<file path="config.mk">
export PLATFORM = sky130hd
export DESIGN_NAME = core_acc
export DESIGN_NICKNAME = d
export VERILOG_FILES = /design/src/rtl/core_acc.sv
export SDC_FILE = /design/constraint.sdc
export NUM_CORES = 1
export LEC_CHECK = 0
export BUFFER_PORTS_ARGS = -buffer_cell sky130_fd_sc_hd__buf_2
export CAP_MARGIN = 20
export CELL_PAD_IN_SITES_DETAIL_PLACEMENT = 1
export CELL_PAD_IN_SITES_GLOBAL_PLACEMENT = 2
export CORE_UTILIZATION = 38
export CTS_CLUSTER_SIZE = 10
export DETAILED_ROUTE_END_ITERATION = 16
export PLACE_DENSITY_LB_ADDON = 0.1
export SETUP_SLACK_MARGIN = 0.3
export SYNTH_ARGS = -nofsm -noshare
export SYNTH_HDL_FRONTEND = slang
export SYNTH_SLANG_ARGS = --single-unit
</file>
<file path="constraint.sdc">
create_clock -name clk -period 8.95 [get_ports clk]
set_input_delay 0 -clock clk [delete_from_list [all_inputs] [get_ports clk]]
set_output_delay 0 -clock clk [all_outputs]
set_load 0.005 [all_outputs]
</file>
<file path="src/rtl/core_acc.sv">
// ============================================================================
// core_acc : signed saturating partial-sum accumulator feeding the quantizer
// Revision : 1.0
// ============================================================================
`default_nettype none

`ifndef ODATA_WIDTH
`define ODATA_WIDTH 24
`endif
`ifndef CDATA_ACCU_NUM_WIDTH
`define CDATA_ACCU_NUM_WIDTH 10
`endif

module core_acc #(
    parameter int IDATA_WIDTH          = 16,
    parameter int ODATA_WIDTH          = `ODATA_WIDTH,
    parameter int CDATA_ACCU_NUM_WIDTH = `CDATA_ACCU_NUM_WIDTH
) (
    input  logic                            clk,
    input  logic                            rstn,
    input  logic [CDATA_ACCU_NUM_WIDTH-1:0] cfg_acc_num,
    input  logic [IDATA_WIDTH-1:0]          idata,
    input  logic                            idata_valid,
    input  logic                            acc_clear,
    output logic [ODATA_WIDTH-1:0]          odata,
    output logic                            odata_valid,
    output logic                            odata_ovf,
    output logic                            acc_busy
);

    localparam logic [0:0] S_IDLE  = 1'b0;
    localparam logic [0:0] S_ACCUM = 1'b1;

    localparam logic [CDATA_ACCU_NUM_WIDTH-1:0] CNT_ONE  = {{(CDATA_ACCU_NUM_WIDTH-1){1'b0}}, 1'b1};
    localparam logic [CDATA_ACCU_NUM_WIDTH-1:0] CNT_ZERO = '0;
    localparam logic [ODATA_WIDTH-1:0]          SAT_MAX  = {1'b0, {(ODATA_WIDTH-1){1'b1}}};
    localparam logic [ODATA_WIDTH-1:0]          SAT_MIN  = {1'b1, {(ODATA_WIDTH-1){1'b0}}};

    logic [0:0]                      state;
    logic [ODATA_WIDTH-1:0]          acc;
    logic [CDATA_ACCU_NUM_WIDTH-1:0] cnt;
    logic [CDATA_ACCU_NUM_WIDTH-1:0] n_lat;
    logic                            ovf_grp;

    logic [CDATA_ACCU_NUM_WIDTH-1:0] n_sel;
    logic [CDATA_ACCU_NUM_WIDTH-1:0] n_eff;
    logic [ODATA_WIDTH-1:0]          acc_base;
    logic [ODATA_WIDTH:0]            sum_wide;
    logic [ODATA_WIDTH-1:0]          sum_sat;
    logic                            beat_clamped;
    logic                            is_final;

    always_comb begin
        // The first beat of a group uses the live config; later beats the latched one.
        n_sel    = (state == S_IDLE) ? cfg_acc_num : n_lat;
        n_eff    = (n_sel == CNT_ZERO) ? CNT_ONE : n_sel;
        acc_base = (state == S_IDLE) ? '0 : acc;
        sum_wide = {acc_base[ODATA_WIDTH-1], acc_base}
                 + {{(ODATA_WIDTH+1-IDATA_WIDTH){idata[IDATA_WIDTH-1]}}, idata};
        beat_clamped = sum_wide[ODATA_WIDTH] != sum_wide[ODATA_WIDTH-1];
        if (beat_clamped) begin
            sum_sat = sum_wide[ODATA_WIDTH] ? SAT_MIN : SAT_MAX;
        end else begin
            sum_sat = sum_wide[ODATA_WIDTH-1:0];
        end
        is_final = (cnt == (n_eff - CNT_ONE));
    end

    always_ff @(posedge clk) begin
        if (!rstn) begin
            state       <= S_IDLE;
            acc         <= '0;
            cnt         <= '0;
            n_lat       <= '0;
            ovf_grp     <= 1'b0;
            odata       <= '0;
            odata_valid <= 1'b0;
            odata_ovf   <= 1'b0;
            acc_busy    <= 1'b0;
        end else begin
            odata_valid <= 1'b0;
            if (acc_clear) begin
                // Clear takes priority over any beat presented in the same cycle.
                state    <= S_IDLE;
                acc      <= '0;
                cnt      <= '0;
                ovf_grp  <= 1'b0;
                acc_busy <= 1'b0;
            end else if (idata_valid) begin
                if (state == S_IDLE) begin
                    n_lat <= cfg_acc_num;
                end
                if (is_final) begin
                    odata       <= sum_sat;
                    odata_ovf   <= ovf_grp | beat_clamped;
                    odata_valid <= 1'b1;
                    state       <= S_IDLE;
                    acc         <= '0;
                    cnt         <= '0;
                    ovf_grp     <= 1'b0;
                    acc_busy    <= 1'b0;
                end else begin
                    state    <= S_ACCUM;
                    acc      <= sum_sat;
                    cnt      <= cnt + CNT_ONE;
                    ovf_grp  <= ovf_grp | beat_clamped;
                    acc_busy <= 1'b1;
                end
            end
        end
    end

endmodule

`default_nettype wire

</file>
* Word level (Yosys, flattened, before mapping)
Index checks and enable logic that the tools add are counted.
W data, S select, Z words.
** Operators by class
- Add/sub/neg operators :: 3
- Equality and inequality tests :: 2
- Multiplexer cells :: 10
- Bitwise gates (word level) :: 4
- Reductions and logical operators :: 5
** Operators by type and width (number)
- $mux W24 :: 4
- $mux W10 :: 3
- $add A24 B16 Y25 :: 1
- $add A10 B1 Y10 const B :: 1
- $eq A10 B10 Y1 :: 1
- $logic_not A10 Y1 :: 1
- $sub A10 B1 Y10 const B :: 1
- $mux W1 :: 3
- $not A1 Y1 :: 3
- $reduce_and A3 Y1 :: 1
- $reduce_or A3 Y1 :: 1
- $reduce_and A2 Y1 :: 1
- $reduce_or A2 Y1 :: 1
- $ne A1 B1 Y1 :: 1
- $or A1 B1 Y1 :: 1
** Storage, ports and cells
- Bits in registers :: 72
- Output and inout bits :: 27
- Word-level logic and storage cells :: 32

* Logic depth before layout (Yosys ltp)
Gate-level depths: netlist of the first run.
- Word-level depth :: 6
- Gate-level depth with buffers :: 17
- Gate-level depth less buffers :: 12

* Worst setup path before layout of the first run
OpenSTA, ideal clock, no wires.
- Path type :: register to register
- From :: register state
- To :: register acc[4]
- Library setup time :: 0.117 ns
- Arrival :: 3.790 ns
- Data required time :: 8.833 ns
- Path slack :: 5.043 ns
- Stages on the path, launching flop included :: 17
- Buffers on the path :: 5
- Clock period less this slack :: 3.907 ns
- Cells stage by stage :: dfxtp_1 buf_6 buf_12 buf_2 clkbuf_1 and2_1 ha_1 fa_1 a211oi_1 o211ai_1 a41oi_1 a2111oi_0 a211o_1 nor3_2 clkbuf_1 o21ai_0 a22o_1
** Between the ends
- Longest elaborated chain between the ends :: 6
** RTL lines
- start: declaration :: RTL line 39 : logic [0:0] state;
- start signal: assignment :: RTL line 71 : state <= S_IDLE;
- start signal: assignment :: RTL line 84 : state <= S_IDLE;
- start signal: assignment :: RTL line 97 : state <= S_IDLE;
- $mux W10
- $logic_not A10 Y1 :: RTL line 56 : n_eff = (n_sel == CNT_ZERO) ? CNT_ONE : n_sel;
- $mux W10 :: RTL line 56
- $sub A10 B1 Y10 :: RTL line 66 : is_final = (cnt == (n_eff - CNT_ONE));
- $eq A10 B10 Y1 :: RTL line 66
- $mux W24 * :: RTL line 93 : if (is_final) begin
- end signal: assignment :: RTL line 104 : acc <= sum_sat;
- end: declaration :: RTL line 40 : logic [ODATA_WIDTH-1:0] acc;
Every way passes the cells marked *; elsewhere a longest branch is shown, timed or not.
A chain may end at the register's enable or synchronous reset.

* Final worst setup path of the first run
- From :: register state
- To :: register odata[20]
** Between the ends
- Longest elaborated chain between the ends :: 6
** RTL lines
- $mux W10
- $logic_not A10 Y1 :: RTL line 56
- $mux W10 :: RTL line 56
- $sub A10 B1 Y10 :: RTL line 66
- $eq A10 B10 Y1 :: RTL line 66
- $reduce_and A3 Y1 (no source line)
- end signal: assignment :: RTL line 94 : odata <= sum_sat;
- end: declaration :: RTL line 25 : output logic [ODATA_WIDTH-1:0] odata,
Parallel ways exist; a longest one is shown, timed or not.

==> flow_metrics.env, run 1 <==
export IMPL_totalWireLength_um=13720
export IMPL_synth_cell_type_count=66
export IMPL_clk_latency_ns=0.35
export IMPL_grt_max_degree=46
export IMPL_cts_resized=0
export IMPL_min_period_ns=4.608
export IMPL_slew_limit_headroom_pct=38.40
export IMPL_vias=4239
export IMPL_synth_commonest_cells="dfxtp_1, nor2_1, nand2_1, o21ai_0, a21oi_1"
export IMPL_vias_per_cell=5.644
export IMPL_antenna_cells=0
export IMPL_synth_edf_count=0
export IMPL_globalRouteMet1Util_pct=30.62
export IMPL_fp_row_count=39
export IMPL_peakVddDrop_mv=0.08607
export IMPL_leakage_nw=2.262
export IMPL_track_usage_pct=23.07
export IMPL_slew_viol_final=0
export IMPL_synth_nets=602
export IMPL_cts_root_buffer="clkbuf_16"
export IMPL_ys_flop_type="dfxtp_1"
export IMPL_r2r_slack_ns=4.34
export IMPL_cts_sinks=72
export IMPL_timing_critical_path_arrival_ns=4.81
export IMPL_ant_nets=0
export IMPL_grt_pass1_vias=4373
export IMPL_clockBufferDepth=2
export IMPL_syn_area_um2=4592
export IMPL_critPathSlowestCell="or3_1"
export IMPL_worst_path_stages=11
export IMPL_fmax_mhz=217.0
export IMPL_firstDrtPassIters=12
export IMPL_async_flop_share_pct=0
export IMPL_setup_viol=0
export IMPL_cts_tree="done"
export IMPL_p_sw_mw=0.2217
export IMPL_violations="design-rule violations"
export IMPL_r2r_end="odata[20]"
export IMPL_startpoint_type="flip-flop"
export IMPL_crit_start="state"
export IMPL_run_status="finished, violations left"
export IMPL_min_delay_path_depth=3
export IMPL_final_nets=660
export IMPL_pwr_share_seq_pct=39.9
export IMPL_reg2reg_depth=11
export IMPL_netlist_instances=545
export IMPL_max_cap_violations=0
export IMPL_power_density_nw_per_um2=155.5
export IMPL_drtIter0Drc=197
export IMPL_h_tree_depth=3
export IMPL_yosysSeqAreaShare_pct=31.39
export IMPL_swShare_pct=26.49
export IMPL_numCtsBuffers=9
export IMPL_io_pins=57
export IMPL_ys_ff_latch=72
export IMPL_clock_skew_final_ns=0.008064
export IMPL_crit_family="compound AO/OA/AOI/OAI gates"
export IMPL_synth_top_area_share_pct=31.39
export IMPL_path_buf_inv=0
export IMPL_yosys_top_cells_area="dfxtp_1, ha_1, o21ai_0"
export IMPL_clkTransAtPathRegs_ns=0.06
export IMPL_cpPeakStageDelay_ns=0.73
export IMPL_placedInstanceArea_um2=4955
export IMPL_place_hpwl_um=10170
export IMPL_worst_pin_slew_ns=0.9007
export IMPL_grtUsageMet3_pct=3.266
export IMPL_fin_crit_sh_pct=51.48
export IMPL_fin_tns_setup_ns=0
export IMPL_regToRegStartpoint="state"
export IMPL_required_ns=9.16
export IMPL_busiest_layer="met2"
export IMPL_internal_power_mw=0.6152
export IMPL_crit_end="odata[20]"
export IMPL_antenna_found_initial=0
export IMPL_core_area_um2=11610
export IMPL_chipHeight_um=111.9
export IMPL_fp_dieW_um=111.9
export IMPL_yosysWarnings=0
export IMPL_area_delta_synth_final_pct=17.22
export IMPL_port_buffers=56
export IMPL_combPwrFrac_pct=13.3
export IMPL_synth_area_leader_cell="dfxtp_1"
export IMPL_path_cells="and2_1, ha_1, fa_1, a211oi_1, o211ai_1, a41oi_1, a2111oi_0, a211o_1, nor3_2, or3_1, o2bb2ai_1"
export IMPL_yosysMostFrequentCell="dfxtp_1"
export IMPL_wl_per_cell_um=18.27
export IMPL_critPathMaxFanout=15
export IMPL_grt_use_met2_pct=38.22
export IMPL_layout_drive_gt1_share_pct=16.94
export IMPL_drc=4
export IMPL_min_path_type="in2reg"
export IMPL_p_clk_share_pct=46.8
export IMPL_grt_pass1_wl_um=22580
export IMPL_cp_end_kind="flip-flop"
export IMPL_rsz0062_at_grt="no"
export IMPL_die_area_um2=12530
export IMPL_design_area_um2=5383
export IMPL_crit_type="reg2reg"
export IMPL_grt_overflow=0
export IMPL_gp_congestion=0.8770
export IMPL_syn_area_per_cell_um2=8.426
export IMPL_hold_viol=0
export IMPL_initial_core_util_pct=39.54
## worst min path at each step
stage | startpoint | endpoint | slack (ns)
2_1_floorplan | cfg_acc_num[0] | n_lat[0] | 0.14
3_3_place_gp | cfg_acc_num[9] | n_lat[9] | 0.28
3_5_place_dp | cfg_acc_num[7] | n_lat[7] | 0.29
4_1_cts | idata_valid | state | 0.006
5_1_grt | idata_valid | state | 0.02
6_report | idata_valid | state | 0.01
## flip-flops by register name (all words and copies together), names as in the netlist
register     flops
odata           24
cnt             10
odata_valid      1
state            1
ovf_grp          1
acc             24
odata_ovf        1
n_lat           10
## layout by cell type (no fill, tap or decap), types with 6 or more instances in the layout
cell and n:
inv_1 15, o211ai_1 11, buf_2 56, and2_1 25
nand2b_1 6, dlygate4sd3_1 8, nand4_1 6, nand3_1 8
o21ai_0 45, nor3_1 12, clkbuf_16 9, ha_1 26
nor2_1 55, a22o_1 13, nand2_1 45, a211oi_1 8
mux2i_1 10, a21o_1 6, dfxtp_1 71, xnor2_1 21
xor2_1 15, a21oi_1 38, o2bb2ai_2 10
## power groups by stage
stage / clock (mW) / combinational (mW) / sequential [mW]
2_1_floorplan: 0 / 0.0748 / 0.339
3_3_place_gp: 0 / 0.104 / 0.341
3_5_place_dp: 0 / 0.106 / 0.341
4_1_cts: 0.400 / 0.110 / 0.334
5_1_grt: 0.412 / 0.124 / 0.335
6_report: 0.392 / 0.111 / 0.334
## timing repair
item / 4_1_cts / 5_1_grt
hold buffers: 8 / 0
hold endpoints to repair: 12 / 0
setup buffers: 0 / 0
## layout make-up
cell class | instances | area, µm²
clock buffers | 9 | 225.2
clock inverters | 7 | 95.09
fillers | 1398 | 6231
inverters | 15 | 56.30
multi-input cells | 436 | 2967
flip-flops and latches | 72 | 1443
well taps | 143 | 178.9
repair buffers | 69 | 417.9
## cell families after synthesis
group | Yosys count | share of synthesized area [%]
AOI/OAI and AO/OA | 175 | 26.89
xor gates and xnor gates | 36 | 6.867
adders and majority gates | 29 | 7.956
buffers and inverters | 37 | 4.196
DFF | 72 | 31.39
muxes | 11 | 2.670
and+or+nand+nor | 185 | 20.03
## metrics by stage
step                power [mW]  instances  worst slack, ns  hold slack [ns]  util (%)
finish                  0.8369        751            4.342          0.01240     46.35
global route            0.8701        751            3.940          0.02239     46.35
CTS                     0.8440        750            4.309         0.006368     46.11
detailed placement      0.4471        726            4.321           0.2930     42.66
global placement        0.4449        726            4.483           0.2754     42.66
floorplan               0.4134        545            5.043           0.1360         -
## per-layer routing
layer  wire length, µm  up-vias
li1                  -     2101
met1              6710     2049
met2              6372       76
met3               445       13
met4               193        0
met5                 0        -
## worst min-delay path, stage by stage
cell and delay (ns):
buf_2 0.17, nor2_1 0.12, nor2_1 0.04
No activity file was read; power rests on OpenSTA's default activity.
==> run 2, diff against run 1 <==
--- a/config.mk
+++ b/config.mk
@@ -5,11 +5,12 @@
 export SDC_FILE = /design/constraint.sdc
 export NUM_CORES = 1
 export LEC_CHECK = 0
+export ABC_AREA = 1
 export BUFFER_PORTS_ARGS = -buffer_cell sky130_fd_sc_hd__buf_2
 export CAP_MARGIN = 20
 export CELL_PAD_IN_SITES_DETAIL_PLACEMENT = 1
 export CELL_PAD_IN_SITES_GLOBAL_PLACEMENT = 2
-export CORE_UTILIZATION = 38
+export CORE_UTILIZATION = 30
 export CTS_CLUSTER_SIZE = 10
 export DETAILED_ROUTE_END_ITERATION = 16
 export PLACE_DENSITY_LB_ADDON = 0.1
==> constraint.sdc (replaced) <==
create_clock -name clk -period 4.15 [get_ports clk]
set_input_delay 0 -clock clk [delete_from_list [all_inputs] [get_ports clk]]
set_output_delay 0 -clock clk [all_outputs]
set_load 0.005 [all_outputs]
==> flow_metrics.env, run 2 <==
export IMPL_reg2reg_depth=20
export IMPL_yosysMostFrequentCell="nand2_1"
export IMPL_final_seq_area_um2=1443
export IMPL_crit_start="state"
export IMPL_synth_nets=922
export IMPL_critPathMaxFanout=21
export IMPL_setup_viol=0
export IMPL_cp_end_kind="flip-flop"
export IMPL_startpoint_type="flip-flop"
export IMPL_cts_tree="done"
export IMPL_gp_congestion=0.8639
export IMPL_grt_pass1_wl_um=31550
export IMPL_drc=2
export IMPL_internal_power_mw=1.361
export IMPL_violations="design-rule violations"
export IMPL_pwr_share_seq_pct=37.4
export IMPL_largestRegisters="acc x24, odata x24"
export IMPL_hold_end="n_lat[2]"
export IMPL_core_area_um2=18150
export IMPL_firstDrtPassIters=10
export IMPL_chipHeight_um=138.7
export IMPL_place_hpwl_um=15590
export IMPL_antenna_found_initial=0
export IMPL_worst_pin_slew_ns=0.6530
export IMPL_synth_area_leader_cell="dfxtp_1"
export IMPL_ys_flop_type="dfxtp_1"
export IMPL_min_period_ns=3.487
export IMPL_yosysSeqAreaShare_pct=25.72
export IMPL_io_pins=57
export IMPL_grt_pass1_vias=6116
export IMPL_clock_skew_final_ns=0.006311
export IMPL_crit_type="reg2reg"
export IMPL_final_common_cell="nand2_1"
export IMPL_fmax_mhz=286.7
export IMPL_totalWireLength_um=19240
export IMPL_synth_top_area_share_pct=25.72
export IMPL_r2r_end="acc[22]"
export IMPL_power_density_nw_per_um2=302.0
export IMPL_fillers=2363
export IMPL_yosysWarnings=0
export IMPL_slew_limit_headroom_pct=56.01
export IMPL_clk_latency_ns=0.34
export IMPL_numCtsBuffers=9
export IMPL_track_usage_pct=20.67
export IMPL_antenna_cells=0
export IMPL_grt_max_degree=45
export IMPL_syn_area_per_cell_um2=6.479
export IMPL_fin_crit_sh_pct=84.03
export IMPL_synth_commonest_cells="nand2_1, inv_1, a21oi_1"
export IMPL_regToRegStartpoint="state"
export IMPL_hold_viol=0
export IMPL_netlist_instances=865
export IMPL_layout_drive_gt1_share_pct=16.01
export IMPL_h_tree_depth=3
export IMPL_p_sw_mw=0.5631
export IMPL_grt_overflow=0
export IMPL_vias_per_cell=5.036
export IMPL_max_cap_violations=0
export IMPL_yosys_top_cells_area="dfxtp_1, nand2_1, a21oi_1"
export IMPL_rsz0062_at_grt="no"
export IMPL_fp_dieW_um=138.7
export IMPL_min_from="cfg_acc_num[2]"
export IMPL_wl_per_cell_um=16.86
export IMPL_r2r_slack_ns=0.66
export IMPL_min_path_type="in2reg"
export IMPL_synth_cell_type_count=39
export IMPL_syn_area_um2=5604
export IMPL_placed_cells_incl_taps=1125
export IMPL_multi_input_area_um2=3542
export IMPL_fp_row_count=49
export IMPL_ant_nets=0
export IMPL_final_nets=964
export IMPL_slew_viol_final=0
export IMPL_area_delta_synth_final_pct=13.71
export IMPL_min_delay_path_depth=3
export IMPL_ys_ff_latch=72
export IMPL_p_clk_share_pct=44.9
export IMPL_die_area_um2=19230
export IMPL_final_cell_mix="nand2_1, inv_1, a21oi_1, dfxtp_1, buf_2"
export IMPL_vias=5746
export IMPL_holdWs_ns=0.02566
export IMPL_cts_root_buffer="clkbuf_16"
export IMPL_initial_core_util_pct=30.88
export IMPL_combPwrFrac_pct=17.7
export IMPL_fin_util_pct=35.11
export IMPL_peakVddDrop_mv=0.2422
export IMPL_required_ns=4.36
export IMPL_leakage_nw=3.191
export IMPL_timing_critical_path_arrival_ns=3.69
export IMPL_layoutNonFillerInstCount=1141
export IMPL_fin_tns_setup_ns=0
export IMPL_cts_sinks=72
export IMPL_drtIter0Drc=183
export IMPL_clockBufferDepth=2
export IMPL_swShare_pct=29.26
export IMPL_clkTransAtPathRegs_ns=0.06
export IMPL_port_buffers=56
export IMPL_synth_edf_count=0
export IMPL_async_flop_share_pct=0
export IMPL_run_status="finished, violations left"
## run 2: routing by layer
metal / GRT usage (%) / routed length [µm]
met1: 24.04 / 8409
met2: 39.03 / 10050
met3: 3.142 / 402
met4: 5.673 / 378
met5: 0 / 0
## run 2: critical path: stages (launching register included)
cell      delay (ns)
dfxtp_2         0.48
buf_4           0.30
nand2_1         0.08
nand2_1         0.17
nand2_2         0.09
nor2_4          0.13
nand3_4         0.14
nand2_1         0.11
inv_1           0.05
ha_1            0.21
xnor2_1         0.24
inv_1           0.10
a21oi_1         0.13
o211ai_1        0.10
nor2_1          0.12
nand3_2         0.10
nor2_4          0.11
nand3_2         0.20
buf_4           0.30
nand3_1         0.10
a21oi_1         0.07
## run 2: logic make-up (layout without fill, tap and decap cells)
| group | after synthesis | count (layout) | synth area share (%) |
|---|---|---|---|
| XOR/XNOR | 31 | 31 | 5.358 |
| AO/OA/AOI/OAI | 127 | 127 | 12.50 |
| AND/OR/NAND/NOR | 462 | 462 | 39.14 |
| flip-flops | 72 | 72 | 25.72 |
| adder cells (fa/ha/maj) | 27 | 27 | 6.162 |
| buffers and inverters | 146 | 193 | 11.12 |
## run 2: repair_timing
item / in CTS / in global routing
setup endpoints to repair: 0 / 36
setup buffers: 0 / 0
hold buffers: 0 / 0
gates resized for setup: 0 / 1
## run 2: final cells by class
cell class	instances	area share (%)
Clock buffer	11	3.809
Multi-Input combinational cell	647	55.59
Inverter	111	6.538
Clock inverter	5	1.355
Tap cell	229	4.496
Timing Repair Buffer	66	5.576
Sequential cell	72	22.64
## run 2: metrics by stage
step / total power, mW / cell area [µm²] / setup WS [ns]
floorplan: 0.9755 / 5604 / 1.292
global placement: 1.074 / 6042 / 0.6049
detailed placement: 1.080 / 6042 / 0.4402
CTS: 1.963 / 6371 / 0.4292
global route: 2.023 / 6372 / 0.3231
finish: 1.924 / 6372 / 0.6626
## run 2: worst max path at each step
stage,end,depth (start not counted),slack [ns]
final,acc[22],20,0.66
after CTS,acc[22],20,0.43
after global placement,acc[20],20,0.60
after floorplan,odata[12],19,1.29
after global routing,acc[22],20,0.32
after detailed placement,acc[21],20,0.44
## run 2: power groups by stage
stage / registers, mW / clock network, mW / logic, mW
6_report: 0.720 / 0.864 / 0.341
5_1_grt: 0.722 / 0.921 / 0.380
4_1_cts: 0.720 / 0.896 / 0.347
3_5_place_dp: 0.735 / 0 / 0.345
3_3_place_gp: 0.734 / 0 / 0.340
2_1_floorplan: 0.731 / 0 / 0.245
==> run 3, diff against run 2 <==
==> constraint.sdc (replaced) <==
create_clock -name clk -period 3.2 [get_ports clk]
set_input_delay 0 -clock clk [delete_from_list [all_inputs] [get_ports clk]]
set_output_delay 0 -clock clk [all_outputs]
set_load 0.005 [all_outputs]
==> flow_metrics.env, run 3 (synthesis gave the netlist of run 2 again) <==
export IMPL_critPathSlowestCell="fa_2"
export IMPL_min_period_ns=2.997
export IMPL_clock_skew_final_ns=0.008811
export IMPL_fmax_mhz=333.6
export IMPL_design_area_um2=7883
export IMPL_power_density_nw_per_um2=325.7
export IMPL_required_ns=3.48
export IMPL_fp_dieW_um=138.7
export IMPL_slew_limit_headroom_pct=25.53
export IMPL_min_from="cfg_acc_num[3]"
export IMPL_chipHeight_um=138.7
export IMPL_violations="design-rule violations"
export IMPL_clk_latency_ns=0.35
export IMPL_placedInstanceArea_um2=6162
export IMPL_largestRegisters="acc x24, odata x24"
export IMPL_crit_type="reg2reg"
export IMPL_vias_per_cell=5.085
export IMPL_totalWireLength_um=22330
export IMPL_die_area_um2=19230
export IMPL_fin_tns_setup_ns=0
export IMPL_cts_hold_buf=0
export IMPL_cpPeakStageDelay_ns=0.40
export IMPL_core_area_um2=18150
export IMPL_leakage_nw=3.740
export IMPL_path_buf_inv=5
export IMPL_timing_critical_path_arrival_ns=3.28
export IMPL_track_usage_pct=21.15
export IMPL_peakVddDrop_mv=0.2402
export IMPL_cts_root_buffer="clkbuf_16"
export IMPL_place_hpwl_um=15730
export IMPL_placed_cells_incl_taps=1136
export IMPL_drc=1
export IMPL_grt_pass1_wl_um=32000
export IMPL_critPathMaxFanout=6
export IMPL_wl_per_cell_um=18.70
export IMPL_port_buffers=56
export IMPL_worst_pin_slew_ns=1.116
export IMPL_drtIter0Drc=216
export IMPL_regToRegStartpoint="state"
export IMPL_firstDrtPassIters=10
export IMPL_grt_pass1_vias=6019
export IMPL_layout_drive_gt1_share_pct=36.89
export IMPL_hold_viol=0
export IMPL_final_nets=1017
export IMPL_r2r_slack_ns=0.20
export IMPL_slew_viol_final=0
export IMPL_startpoint_type="flip-flop"
export IMPL_numCtsBuffers=9
export IMPL_r2r_end="odata[3]"
export IMPL_total_power_mw=2.567
export IMPL_gp_congestion=0.8724
export IMPL_area_delta_synth_final_pct=40.66
export IMPL_cp_end_kind="flip-flop"
export IMPL_fillers=2304
export IMPL_fin_util_pct=43.44
export IMPL_max_cap_violations=0
export IMPL_grt_max_degree=33
export IMPL_final_cell_mix="nand2_1, inv_1, dfxtp_1, a21oi_1, buf_2"
export IMPL_initial_core_util_pct=30.88
export IMPL_antenna_cells=0
export IMPL_setup_viol=0
export IMPL_clockBufferDepth=2
export IMPL_layoutNonFillerInstCount=1194
export IMPL_path_cells="buf_12, buf_6, clkbuf_16, nand2_4, inv_2, ha_4, fa_2, nand2_1, nand3_2, nand3_2, nand2_2, nand2_2, nand3_2, nand2_2, nand2_2, nand2_4, clkbuf_16, nand2_4, nand2_4, nand4_1, a21oi_2"
export IMPL_run_status="finished, violations left"
export IMPL_clkTransAtPathRegs_ns=0.06
export IMPL_final_common_cell="nand2_1"
export IMPL_crit_family="simple AND/OR/NAND/NOR gates"
export IMPL_ant_nets=0
export IMPL_io_pins=57
export IMPL_fin_crit_sh_pct=93.67
export IMPL_hold_end="n_lat[3]"
export IMPL_antenna_found_initial=0
export IMPL_cts_tree="done"
export IMPL_h_tree_depth=3
export IMPL_rsz0062_at_grt="yes"
export IMPL_grt_overflow=0
export IMPL_vias=6072
export IMPL_min_path_type="in2reg"
export IMPL_min_delay_path_depth=3
export IMPL_fp_row_count=49
export IMPL_cts_sinks=72
export IMPL_reg2reg_depth=21
==> run 3: changes by cell type in the layout (fill, tap and decap cells not counted), moves of 19 or more <==
cell	previous run	this run
ha_1	26	7
nand2_2	16	45
a21oi_1	85	60
buf_4	10	38
nand2_4	2	40
a21oi_2	9	33
nand2_1	265	198
==> run 3: metal layers <==
layer	share of wire [%]	vias to the layer above	track usage [%]
met3	1.6	22	2.901
li1	-	2998	-
met2	53	48	39.78
met5	0	-	0
met1	44	3004	25.11
met4	1.8	0	5.322
==> run 3: worst max-delay path by stage <==
stage                      from        end  slack (ns)  cells past startpoint
after global routing      state      state        0.05                     19
after global placement    state   odata[2]        0.10                     18
final                     state   odata[3]        0.20                     21
after floorplan           state  odata[12]        0.34                     19
after detailed placement  state  odata[14]        0.07                     16
after CTS                 state     acc[7]        0.26                     20
==> run 3: power breakdown <==
group          total, mW  internal [mW]  switching [mW]
combinational      0.658          0.244           0.414
sequential         0.934          0.919          0.0148
clock              0.976          0.554           0.422
total               2.57           1.72           0.851
==> run 3: final cells by class <==
cell class / count / area (µm²) / area share (%)
multi-input cells: 649 / 4446 / 56.40
flip-flops and latches: 72 / 1445 / 18.33
repair buffers: 117 / 999.7 / 12.68
inverters: 111 / 424.2 / 5.381
well taps: 229 / 286.5 / 3.635
clock buffers: 11 / 242.7 / 3.079
clock inverters: 5 / 38.79 / 0.4921
==> run 3: worst register-to-register path, cell delays in order, from the launching register on <==
cell	delay, ns
dfxtp_4	0.39
buf_12	0.15
buf_6	0.11
clkbuf_16	0.16
nand2_4	0.06
inv_2	0.04
ha_4	0.16
fa_2	0.40
nand2_1	0.08
nand3_2	0.11
nand3_2	0.09
nand2_2	0.07
nand2_2	0.10
nand3_2	0.10
nand2_2	0.10
nand2_2	0.07
nand2_4	0.13
clkbuf_16	0.19
nand2_4	0.06
nand2_4	0.08
nand4_1	0.13
a21oi_2	0.16
==> run 3: per-stage QoR <==
step	setup slack [ns]	hold slack, ns
floorplan	0.3417	0.1891
global placement	0.1045	0.3582
detailed placement	0.07105	0.3750
CTS	0.2608	0.001209
global route	0.05287	0.03321
finish	0.2027	0.01905
==> run 3: timing repair <==
action / CTS / global route
resized for setup: 25 / 206
pin swaps: 2 / 67
setup endpoints to repair: 61 / 62
buffers inserted: 1 / 28
cloned: 1 / 12
